$ cat config.mk
export PLATFORM = sky130hd
export DESIGN_NAME = spi_tx
export DESIGN_NICKNAME = d
export VERILOG_FILES = /design/src/rtl/spi_tx.sv
export SDC_FILE = /design/constraint.sdc
export NUM_CORES = 1
export LEC_CHECK = 0
export ABC_AREA = 1
export CELL_PAD_IN_SITES_DETAIL_PLACEMENT = 1
export CELL_PAD_IN_SITES_GLOBAL_PLACEMENT = 2
export CORE_ASPECT_RATIO = 0.6
export CORE_MARGIN = 5
export CORE_UTILIZATION = 30
export CTS_CLUSTER_SIZE = 8
export DETAILED_ROUTE_END_ITERATION = 16
export PLACE_DENSITY = 0.88
export SLEW_MARGIN = 5
export SYNTH_ARGS = -nofsm -noshare
export SYNTH_HDL_FRONTEND = slang
export SYNTH_SLANG_ARGS = --single-unit
$ cat constraint.sdc
create_clock -name clk -period 2.48 [get_ports clk]
set_input_delay 0.372 -clock clk [delete_from_list [all_inputs] [get_ports clk]]
set_output_delay 0.372 -clock clk [all_outputs]
set_load 0.05 [all_outputs]
$ cat src/rtl/spi_tx.sv
// -----------------------------------------------------------------------------
// spi_tx -- bit-serial transmitter feeding spi_rx.
//
// Accepts WIDTH-bit words over a valid/ready handshake into a one-word holding
// buffer and shifts them out LSB first, one bit per clock. The holding buffer
// lets a new word be queued while the current frame is shifting, so frames
// can run back to back with no idle cycle between them.
//
// Optional feature (compile-time macro SPI_TX_PARITY_EN):
//   when defined, every frame carries one extra trailing bit equal to the XOR
//   of all data bits (even parity). When undefined, frames are WIDTH bits and
//   no parity logic exists.
//
// Ports:
//   clk          clock, rising edge
//   rst_b        synchronous active-low reset
//   flush        synchronous abort of current frame and holding buffer
//   in_data      word to transmit
//   in_valid     in_data is valid
//   in_ready     holding buffer empty (word accepted on in_valid && in_ready)
//   bit_out      serial data, LSB first, 0 when idle
//   bit_valid    bit_out carries a frame bit this cycle
//   frame_start  high together with bit 0 of each frame
// -----------------------------------------------------------------------------
module spi_tx #(
    parameter int WIDTH = 8
) (
    input  logic             clk,
    input  logic             rst_b,
    input  logic             flush,
    input  logic [WIDTH-1:0] in_data,
    input  logic             in_valid,
    output logic             in_ready,
    output logic             bit_out,
    output logic             bit_valid,
    output logic             frame_start
);

`ifdef SPI_TX_PARITY_EN
    localparam int LAST = WIDTH;
`else
    localparam int LAST = WIDTH - 1;
`endif
    localparam int CW = $clog2(LAST + 1);
    localparam logic [CW-1:0] CNT_LAST = CW'(LAST);

    localparam logic [0:0] ST_IDLE  = 1'b0;
    localparam logic [0:0] ST_SHIFT = 1'b1;

    logic [0:0]       state_q, state_d;
    logic [WIDTH-1:0] hold_q, hold_d;
    logic             hold_v_q, hold_v_d;
    logic [WIDTH-1:0] sh_q, sh_d;
    logic [CW-1:0]    cnt_q, cnt_d;
    logic             bit_out_q, bit_out_d;
    logic             bit_valid_q, bit_valid_d;
    logic             frame_start_q, frame_start_d;
`ifdef SPI_TX_PARITY_EN
    logic             par_q, par_d;
`endif

    logic accept;
    logic load;

    // in_ready comes straight from the register; no path from in_valid.
    assign in_ready = !hold_v_q;
    assign accept   = in_valid && !hold_v_q;

    // Hand the held word to the shifter when idle, or right after the last
    // bit of the current frame so consecutive frames have no gap.
    assign load = hold_v_q &&
                  ((state_q == ST_IDLE) || (cnt_q == CNT_LAST));

    always_comb begin
        state_d       = state_q;
        hold_d        = hold_q;
        hold_v_d      = hold_v_q;
        sh_d          = sh_q;
        cnt_d         = cnt_q;
        bit_out_d     = bit_out_q;
        bit_valid_d   = bit_valid_q;
        frame_start_d = frame_start_q;
`ifdef SPI_TX_PARITY_EN
        par_d         = par_q;
`endif

        if (flush) begin
            state_d       = ST_IDLE;
            hold_v_d      = 1'b0;
            cnt_d         = '0;
            bit_out_d     = 1'b0;
            bit_valid_d   = 1'b0;
            frame_start_d = 1'b0;
        end else begin
            // accept and load are mutually exclusive: one needs hold_v=0,
            // the other hold_v=1.
            if (accept) begin
                hold_d   = in_data;
                hold_v_d = 1'b1;
            end

            if (load) begin
                sh_d          = hold_q;
                hold_v_d      = 1'b0;
                cnt_d         = '0;
                state_d       = ST_SHIFT;
                bit_out_d     = hold_q[0];
                bit_valid_d   = 1'b1;
                frame_start_d = 1'b1;
`ifdef SPI_TX_PARITY_EN
                par_d         = ^hold_q;
`endif
            end else if (state_q == ST_SHIFT) begin
                if (cnt_q == CNT_LAST) begin
                    state_d       = ST_IDLE;
                    cnt_d         = '0;
                    bit_out_d     = 1'b0;
                    bit_valid_d   = 1'b0;
                    frame_start_d = 1'b0;
                end else begin
                    // sh_q[0] is the bit currently on the line, so the next
                    // bit is always sh_q[1] before the shift.
                    cnt_d         = cnt_q + CW'(1);
                    sh_d          = sh_q >> 1;
                    bit_out_d     = sh_q[1];
                    frame_start_d = 1'b0;
`ifdef SPI_TX_PARITY_EN
                    if (cnt_q == CW'(WIDTH - 1)) begin
                        bit_out_d = par_q;
                    end
`endif
                end
            end
        end
    end

    always_ff @(posedge clk) begin
        if (!rst_b) begin
            state_q       <= ST_IDLE;
            hold_q        <= '0;
            hold_v_q      <= 1'b0;
            sh_q          <= '0;
            cnt_q         <= '0;
            bit_out_q     <= 1'b0;
            bit_valid_q   <= 1'b0;
            frame_start_q <= 1'b0;
`ifdef SPI_TX_PARITY_EN
            par_q         <= 1'b0;
`endif
        end else begin
            state_q       <= state_d;
            hold_q        <= hold_d;
            hold_v_q      <= hold_v_d;
            sh_q          <= sh_d;
            cnt_q         <= cnt_d;
            bit_out_q     <= bit_out_d;
            bit_valid_q   <= bit_valid_d;
            frame_start_q <= frame_start_d;
`ifdef SPI_TX_PARITY_EN
            par_q         <= par_d;
`endif
        end
    end

    assign bit_out     = bit_out_q;
    assign bit_valid   = bit_valid_q;
    assign frame_start = frame_start_q;

endmodule

==> summary.md, run 1 <==
| Metric | Value |
|---|---|
| WL final | `2550 um` |
| M1 GR Usage | `0.180` |
| Maxcap violations | `0` |
| Tcrit/Tclk final | `0.824` |
| Path category of the worst min-delay check | `flop to flop` |
| Die Y | `~54 um` |
| Met3 global-route usage | `0.0421` |
| Largest net degree at the start of global routing | `13` |
| Antenna violations before repair | `0` |
| WS Path Type | `flop to primary output` |
| Die area | `0.00457 mm^2` |
| DR DRC count | `0` |
| Status | `finished clean` |
| Initial DRC count | `40` |
| Final instance area | `0.00122 mm^2` |
| Yosys reg bits | `23` |
| Worst skew pair latency | `0.26 ns` |
| CTS buffer count | `3` |
| Min Tclk post-route | `2.04 ns` |
| Final setup violating endpoints | `0` |
| Max-slew headroom | `0.666` |
| Hold WS | `approximately 0.48 ns` |
| Worst Path Arrival | `1.67 ns` |
| P_leak | `0.529 nW` |
| Placed instance area | `0.00117 mm^2` |
| Ratio of cells with drive above 1 in the final layout | `0.0784` |
| Slew @ Worst Pin | `0.500 ns` |
| Clock Tree Buf Depth | `2` |
| Grt peak-use layer | `met2` |
| H-tree Lvls | `1` |
| Cts hold-fix bufs | `0` |
| Vias in the first global route | `slightly above 900` |
| Critical path peak fanout | `9` |
| WL/cell | `12.9 um` |
| RePlAce Congestion | `roughly 0.86` |
| Pwr Density | `just under 600 mW/mm^2` |
| Clock sinks | `23` |
| Area Overhead vs Synth | `23.6%` |
| CTS Root Buffer Type | `clkbuf_8` |
| Synth Cell Area | `985 um^2` |
| Element type at the critical path end | `primary output` |
| Gr usage total | `0.128` |
| First-pass GRT wire length | `4440 um` |
| Met2 global-route usage | `0.187` |
| WHS Path Cells | `2` |
| Hpwl dp | `2080 um` |
| CP max-delay cell | `clkdlybuf4s50_1` |
| Depth of the most critical reg-to-reg path | `9` |
| Row cnt | `16` |
| Final hold violations | `0` |
| YS warnings | `0` |
| Worst Setup Start Kind | `flop` |
| IO buf count | `15` |
| CTS tree | `done` |
| IO Count | `16` |
| Final nets | `168` |
| # diodes | `0` |
| Max Slew Vio Count | `0` |
| Post_cts resized | `0` |
| Pre-antenna DRT Iters | `4` |
| WP data required | `roughly 2.1 ns` |
| Syn Inst Count | `136` |
| RSZ-0062 raised after global routing | `no` |
| Syn Nets | `150` |
| Vias per cell | `4.53` |
| Core area | `0.00320 mm^2` |
| Syn_area_per_cell | `7.24 um^2` |
| Maximum clock rate | `489 MHz` |
| Unique masters post-synth | `14` |
| Setup TNS | `0 ns` |
| Vias | `896` |
| Total global routing overflow | `0` |
| DIE WIDTH | `approximately 84 um` |
| Post-DRT Antenna Nets | `0` |
| Max IR drop VDD | `0.251 mV` |
| Register area share after synthesis | `0.468` |
| Initial Utilization | `0.307` |
| Largest stage delay, worst path | `around 0.7 ns` |
| Crit-path cells | `inv_2 -> clkdlybuf4s50_1` |
| Clk slew on worst S/H paths | `about 0.080 ns` |
| Fin Clk Skew | `0.00500 ns` |
| Post-CTS Setup Inserts | `0` |
routing by layer:
metal  wire (um)  part of all wire  up-vias
met4          14            0.0055        0
met1        1420              0.56      422
li1            -                 -      461
met5           0                 0        -
met2        1030              0.41       11
met3          79             0.031        2
report_power, final:
| part | total, mW | internal, mW | switching [mW] |
|---|---|---|---|
| logic | 0.0846 | 0.0352 | 0.0493 |
| registers | 0.396 | 0.386 | 0.0107 |
| clock network | 0.232 | 0.115 | 0.118 |
final cells by class:
type	count	area, um^2
multi-input cells	92	430
inverters	18	67.6
fillers	406	1990
repair buffers	16	158
well taps	45	56.3
flip-flops and latches	23	460
clock buffers	4	45.0
through the flow:
stage	instances	worst slack (ns)	power [mW]	util
floorplan	136	1.14	0.453	-
global placement	194	0.763	0.487	0.366
detailed placement	194	0.729	0.490	0.366
CTS	198	0.432	0.720	0.380
global route	198	0.367	0.745	0.380
finish	198	0.436	0.713	0.380
cell usage in the layout (no fill, tap or decap), drive strengths merged:
cell           Yosys  final
nand3             14     14
nor2              26     26
clkdlybuf4s50      0     15
dfxtp             23     23
buf                2      1
nor3               1      1
ha                 2      2
nand2             28     28
a21oi              9      9
clkbuf             1      4
inv               18     18
o21ai             12     12
synthesized netlist by cell type:
cell type  count  area (um^2)
buf_6          2         22.5
nor2_1        26         97.6
ha_1           2         25.0
a21oi_1        8         40.0
inv_1         15         56.3
nand3_1       14         70.1
dfxtp_1       23          460
o21ai_0       12         60.1
nand2_1       25         93.8
clkbuf_1       1         3.75
a21oi_2        1         8.76
nand2_2        3         18.8
inv_2          3         11.3
nor3_4         1         16.3
final timing paths:
check | endpoint | from | slack (ns)
worst min-delay path | cnt_q[1] | cnt_q[1] | 0.48
worst max register to register | sh_q[6] | cnt_q[0] | 0.74
worst min register to register | cnt_q[1] | cnt_q[1] | 0.48
worst max-delay path | in_ready | hold_v_q | 0.44
flip-flops by register name (all words and copies together) (netlist names):
register,flops
hold_q,8
sh_q,7
cnt_q,3
bit_out,1
bit_valid,1
frame_start,1
hold_v_q,1
state_q,1
logic make-up after synthesis:
family,share of synthesized area
flops,0.468
fa+ha+maj,0.0254
compound gates,0.111
buf+inv,0.0953
simple gates,0.301
worst max-delay path: cells and delay by family (launching register included):
family / cells / cell delay, ns
buffers and inverters: 2 / 0.85
flip-flops: 1 / 0.55
Note: power is estimated with default switching activity, not from simulation.
==> run 2, diff against run 1 <==
- CORE_UTILIZATION: 30 -> 28
- PLACE_DENSITY: 0.88 -> 0.84
- clock period: 2.48 -> 2.1 ns (I/O delays scaled with it)
==> run 2 against run 1 <==
  * Die area grew 6.1%
  * Largest power group unchanged
  * Global-route usage shrank 1.6 points
  * Cell count grew 0.51%
  * Hold slack gained 0.0027 ns
==> summary.md, run 2 (synthesis gave the netlist of run 1 again) <==
| Metric | Value |
|---|---|
| Beginning of the critical path | `hold_v_q` |
| Pwr Density | `694 mW/mm^2 (+18%)` |
| Final hold violations | `0 (unchanged)` |
| Status | `finished clean` |
| Hpwl dp | `1970 um (-5.6%)` |
| Most frequent cells in the layout | `nor2_1, nand2_1, dfxtp_1` |
| Clock sinks | `23 (unchanged)` |
| Vias per cell | `4.48 (-0.95%)` |
| IO buf count | `15 (unchanged)` |
| Antenna violations before repair | `0 (unchanged)` |
| Post_cts resized | `0 (unchanged)` |
| Worst skew pair latency | `0.27 ns (about the same)` |
| DIE WIDTH | `86.6 um (+3.1%)` |
| Die area | `0.00484 mm^2 (+6.1%)` |
| Inst Count DP | `195 (+0.52%)` |
| Largest net degree at the start of global routing | `14 (+1)` |
| Top flop regs | `hold_q x8, sh_q x7, cnt_q x3` |
| Max Slew Vio Count | `0 (unchanged)` |
| Pre-antenna DRT Iters | `4 (unchanged)` |
| CP max-delay cell | `clkdlybuf4s50_1` |
| Reg-to-Reg Start | `cnt_q[0]` |
| Maxcap violations | `0 (unchanged)` |
| Largest Register | `hold_q` |
| Most common cell after layout, fill and taps aside | `nor2_1` |
| Worst Path Arrival | `1.67 ns (about the same)` |
| CTS tree | `done` |
| H-tree Lvls | `1 (unchanged)` |
| CTS Root Buffer Type | `clkbuf_8` |
| Hold_sp | `cnt_q[1]` |
| Ratio of cells with drive above 1 in the final layout | `0.0909 (+0.0125)` |
| WHS Path Cells | `2 (unchanged)` |
| Fill cell count | `442 (+8.9%)` |
| Post-CTS Setup Inserts | `0 (unchanged)` |
| Clk slew on worst S/H paths | `0.08 ns (about the same)` |
| Crit-path cells | `inv_2 -> clkdlybuf4s50_1` |
| WS Path Type | `flop to primary output` |
| Row cnt | `16 (unchanged)` |
| IO Count | `16 (unchanged)` |
| CTS buffer count | `3 (unchanged)` |
| Initial Utilization | `0.296 (-0.0111)` |
| Max-slew headroom | `0.667 (+0.00166)` |
| Vias in the first global route | `908 (+0.11%)` |
| RePlAce Congestion | `0.829 (-3.5%)` |
| Worst setup margin | `0.119 ns (-0.316 ns)` |
| Final nets | `169 (+0.60%)` |
| Area Overhead vs Synth | `24.5%` |
| Depth of the most critical reg-to-reg path | `8 (-1)` |
| Worst Setup Start Kind | `flop` |
| Die Y | `55.9 um (+2.9%)` |
| Element type at the critical path end | `primary output` |
| Pre-CTS setup slack | `0.408 ns (-0.321 ns)` |
| Initial DRC count | `75 (+88%)` |
| Cts hold-fix bufs | `0 (unchanged)` |
| Clock Tree Buf Depth | `2 (unchanged)` |
| WL final | `2520 um (-0.94%)` |
| Setup TNS | `0 ns (unchanged)` |
| Vias | `892 (-0.45%)` |
| First-pass GRT wire length | `4180 um (-5.9%)` |
| Non-Filler Instances | `199 (+0.51%)` |
| WL/cell | `12.7 um (-1.4%)` |
| Fin Clk Skew | `0.00238 ns (-0.00262 ns)` |
| RSZ-0062 raised after global routing | `no` |
| Final setup violating endpoints | `0 (unchanged)` |
| Path category of the worst min-delay check | `flop to flop` |
| # diodes | `0 (unchanged)` |
| DR DRC count | `0 (unchanged)` |
| Tcrit/Tclk final | `0.943` |
| Maximum clock rate | `505 MHz` |
| Total global routing overflow | `0 (unchanged)` |
| Multi-input logic area | `430 um^2 (unchanged)` |
| P_leak | `0.536 nW (+1.3%)` |
| Post-DRT Antenna Nets | `0 (unchanged)` |
| Max IR drop VDD | `0.260 mV (+3.9%)` |
| Gr usage total | `0.111 (-0.0163)` |
| Max reg flops | `8 (unchanged)` |
| Slew @ Worst Pin | `0.497 ns (-0.00248 ns)` |
| Critical path peak fanout | `9 (unchanged)` |
| Largest stage delay, worst path | `0.82 ns (+0.10 ns)` |
| Min Tclk post-route | `1.98 ns` |
| Area occupied by registers | `460 um^2 (unchanged)` |
| WP data required | `1.78 ns (-0.33 ns)` |
| Core area | `0.00332 mm^2 (+3.8%)` |
-- run 2: changes by cell type in the layout (fill, tap and decap cells not counted) --
cell,before,now
clkinv_2,0,1
buf_4,1,2
clkbuf_1,1,0
-- run 2: worst paths after layout --
kind	to	slack [ns]
worst max-delay path	in_ready	0.12
worst min-delay path	cnt_q[1]	0.48
worst max register to register	bit_out	0.46
worst min register to register	cnt_q[1]	0.48
-- run 2: area by class of cell --
cell class	instances	share of cell area
clock buffers	3	0.0337
well taps	45	0.0459
repair buffers	17	0.135
flip-flops and latches	23	0.376
clock inverters	1	0.00408
inverters	18	0.0551
multi-input cells	92	0.351
-- run 2: metal layers --
| metal | vias up | track usage | part of all wire |
|---|---|---|---|
| li1 | 463 | - | - |
| met5 | - | 0 | 0 |
| met4 | 0 | 0.0400 | 0.014 |
| met3 | 5 | 0.0370 | 0.038 |
| met2 | 13 | 0.157 | 0.42 |
| met1 | 411 | 0.155 | 0.52 |
-- run 2: worst max-delay path: cells and delay by family (launching register included) --
kind     cells  cell delay (ns)
buf+inv      2             0.98
flops        1             0.42
-- run 2: power breakdown --
group | switching, mW | leakage, nW | internal, mW | total [mW]
registers | 0.0122 | 0.188 | 0.456 | 0.468
clock network | 0.149 | 0.0255 | 0.133 | 0.281
logic | 0.0593 | 0.323 | 0.0422 | 0.102
-- run 2: per-stage QoR --
step	instance area, um^2	utilization	power (mW)	hold WS, ns
final	1230	0.369	0.851	0.478
after global routing	1230	0.369	0.896	0.505
after CTS	1230	0.369	0.861	0.481
after detailed placement	1180	0.355	0.579	0.468
after global placement	1180	0.355	0.575	0.453
after floorplan	985	-	0.535	0.443
==> run 3, diff against run 2 <==
- ABC_AREA: 1 -> not set
- CORE_UTILIZATION: 28 -> 33
- PLACE_DENSITY: 0.84 -> 0.86
==> run 3 against run 2 <==
  * First-iteration DRC count shrank 53%
  * Clock skew grew 0.0046 ns
  * Global-route usage grew 0.53 points
  * Clock power shrank 4%
==> summary.md, run 3 <==
| Metric | Value |
|---|---|
| DIE WIDTH | `81.4 um (-6.0%)` |
| Syn Inst Count | `95 (-30%)` |
| Synth Flop Type | `dfxtp_1` |
| Area Overhead vs Synth | `23.1%` |
| Antenna violations before repair | `0 (unchanged)` |
| CTS tree | `done` |
| Largest Register | `hold_q` |
| Critical path peak fanout | `4 (-5)` |
| Worst setup margin | `0.263 ns (+0.144 ns)` |
| Top post-synthesis cells by area | `dfxtp_1, mux2i_1, or3_1, o2111a_1, nor2b_1` |
| Core area | `0.00291 mm^2 (-12%)` |
| Total global routing overflow | `0 (unchanged)` |
| Final Power | `827 uW (-2.7%)` |
| Status | `finished clean` |
| Final instance area | `0.00124 mm^2 (+1.2%)` |
| Die Y | `52.8 um (-5.6%)` |
| Non-Filler Instances | `154 (-23%)` |
| Top flop regs | `hold_q x8, sh_q x7, cnt_q x3` |
| CP max-delay cell | `clkdlybuf4s50_1` |
| CTS Root Buffer Type | `clkbuf_8` |
| Pwr Density | `667 mW/mm^2 (-3.9%)` |
| # diodes | `0 (unchanged)` |
| WL final | `2110 um (-16%)` |
| Final nets | `127 (-25%)` |
| Setup TNS | `0 ns (unchanged)` |
| Element type at the critical path end | `primary output` |
| Count leader, synth | `dfxtp_1` |
| Path category of the worst min-delay check | `flop to flop` |
| Maximum clock rate | `544 MHz (+7.8%)` |
| Synth Cell Area | `0.00101 mm^2 (+2.4%)` |
| Max reg flops | `8 (unchanged)` |
| Worst skew pair latency | `0.27 ns (about the same)` |
| Biggest area consumer among synthesized cells | `dfxtp_1` |
| WS Path Type | `flop to primary output` |
| Most common cell after layout, fill and taps aside | `dfxtp_1` |
| YS warnings | `0 (unchanged)` |
| Yosys reg bits | `23 (unchanged)` |
| Largest stage delay, worst path | `0.82 ns (about the same)` |
| Cts hold-fix bufs | `0 (unchanged)` |
| Final hold violations | `0 (unchanged)` |
| Post-DRT Antenna Nets | `0 (unchanged)` |
| RePlAce Congestion | `0.854 (+3.0%)` |
| Post-CTS Setup Inserts | `0 (unchanged)` |
| WL/cell | `13.7 um (+8.3%)` |
| Max IR drop VDD | `0.285 mV (+9.3%)` |
| Initial DRC count | `35 (-53%)` |
| IO Count | `16 (unchanged)` |
| CTS buffer count | `3 (unchanged)` |
| Hpwl dp | `1650 um (-16%)` |
| Pre-antenna DRT Iters | `3 (-1)` |
| Clock Tree Buf Depth | `2 (unchanged)` |
| Min Tclk post-route | `1.84 ns (-0.144 ns)` |
| Max Slew Vio Count | `0 (unchanged)` |
| Row cnt | `15 (-1)` |
| First-pass GRT wire length | `3710 um (-11%)` |
| P_leak | `0.429 nW (-20%)` |
| Reg2Reg Setup Slack | `0.50 ns (+0.04 ns)` |
| Inst Count DP | `150 (-23%)` |
| Post-synth top cells | `dfxtp_1, or3_1, mux2i_1` |
| Fill cell count | `333 (-25%)` |
| Number of synthesized flops with an enable pin | `0 (unchanged)` |
| Post-synth top area share | `0.457 (-0.0110)` |
| Fin Clk Skew | `0.00698 ns (+0.00460 ns)` |
| Most frequent cells in the layout | `dfxtp_1, clkdlybuf4s50_1, or3_1` |
| Vias | `748 (-16%)` |
| DR DRC count | `0 (unchanged)` |
| H-tree Lvls | `1 (unchanged)` |
| Maxcap violations | `0 (unchanged)` |
| Initial Utilization | `0.347 (+0.0504)` |
| Register area share after synthesis | `0.457 (-0.0110)` |
| Final setup violating endpoints | `0 (unchanged)` |
| Largest net degree at the start of global routing | `14 (unchanged)` |
| Worst Path Arrival | `1.52 ns (-0.15 ns)` |
| Max-slew headroom | `0.668 (about the same)` |
| Vias in the first global route | `768 (-15%)` |
| Unique masters post-synth | `26 (+12)` |
| Vias per cell | `4.86 (+8.4%)` |
| Syn Nets | `109 (-27%)` |
| Ratio of cells with drive above 1 in the final layout | `0.125 (+0.0341)` |
| RSZ-0062 raised after global routing | `no` |
| IO buf count | `15 (unchanged)` |
| Post_cts resized | `0 (unchanged)` |
| Slew @ Worst Pin | `0.497 ns (-0.000767 ns)` |
| Clk slew on worst S/H paths | `0.08 ns (about the same)` |
| Die area | `0.00430 mm^2 (-11%)` |
| Synth async-reset ratio | `0 (unchanged)` |
| Clock sinks | `23 (unchanged)` |
| Gr usage total | `0.117 (+0.00529)` |
| Tcrit/Tclk final | `0.875 (-0.0685)` |
| Worst Setup Start Kind | `flop` |
| Syn_area_per_cell | `10.6 um^2 (+47%)` |
| WP data required | `1.78 ns (about the same)` |
| Pre-CTS setup slack | `0.287 ns (-0.121 ns)` |
| Crit-path cells | `inv_1 -> clkdlybuf4s50_1` |
| Placed instance area | `0.00119 mm^2 (+1.3%)` |
-- run 3: worst paths after layout --
| kind | start | endpoint | depth (start not counted) |
|---|---|---|---|
| worst max-delay path | hold_v_q | in_ready | 2 |
| worst min-delay path | sh_q[7] | sh_q[7] | 2 |
| worst max register to register | cnt_q[0] | sh_q[1] | 5 |
| worst min register to register | sh_q[7] | sh_q[7] | 2 |
-- run 3: critical path: cells and delay by family (launching register included) --
family / cells / cell delay (ns)
buffers and inverters: 2 / 0.94
flip-flops: 1 / 0.31
-- run 3: kinds of logic after synthesis --
family | synth area share
AO/OA/AOI/OAI | 0.135
adder cells (fa/ha/maj) | 0.0248
buffers and inverters | 0.0496
flip-flops | 0.457
multiplexers | 0.120
AND/OR/NAND/NOR | 0.213
-- run 3: area by class of cell --
class                      instances  area, um^2  share of cell area
clock inverter                     1        5.00             0.00403
sequential                        23         460               0.371
tap                               42        52.6              0.0423
inverter                           1        3.75             0.00302
timing repair buffer              19         180               0.145
clock buffer                       3        41.3              0.0333
multi-input combinational         65         498               0.401
-- run 3: metrics by stage --
stage,utilization,hold WS [ns]
floorplan,-,0.427
global placement,0.411,0.449
detailed placement,0.411,0.462
CTS,0.427,0.474
global route,0.427,0.499
finish,0.427,0.467
-- run 3: power by group --
group          internal [mW]  switching [mW]  total (mW)  leakage, nW
registers              0.452         0.00977       0.462        0.187
logic                 0.0516          0.0431      0.0947        0.217
clock network          0.133           0.138       0.271       0.0255
total                  0.636           0.191       0.827        0.429
-- run 3: per-layer routing --
layer,share of wire,vias up,global-route usage
met5,0,-,0
met4,0.0038,0,0.0337
met3,0.057,2,0.0533
met2,0.40,12,0.158
met1,0.53,359,0.161
li1,-,375,-
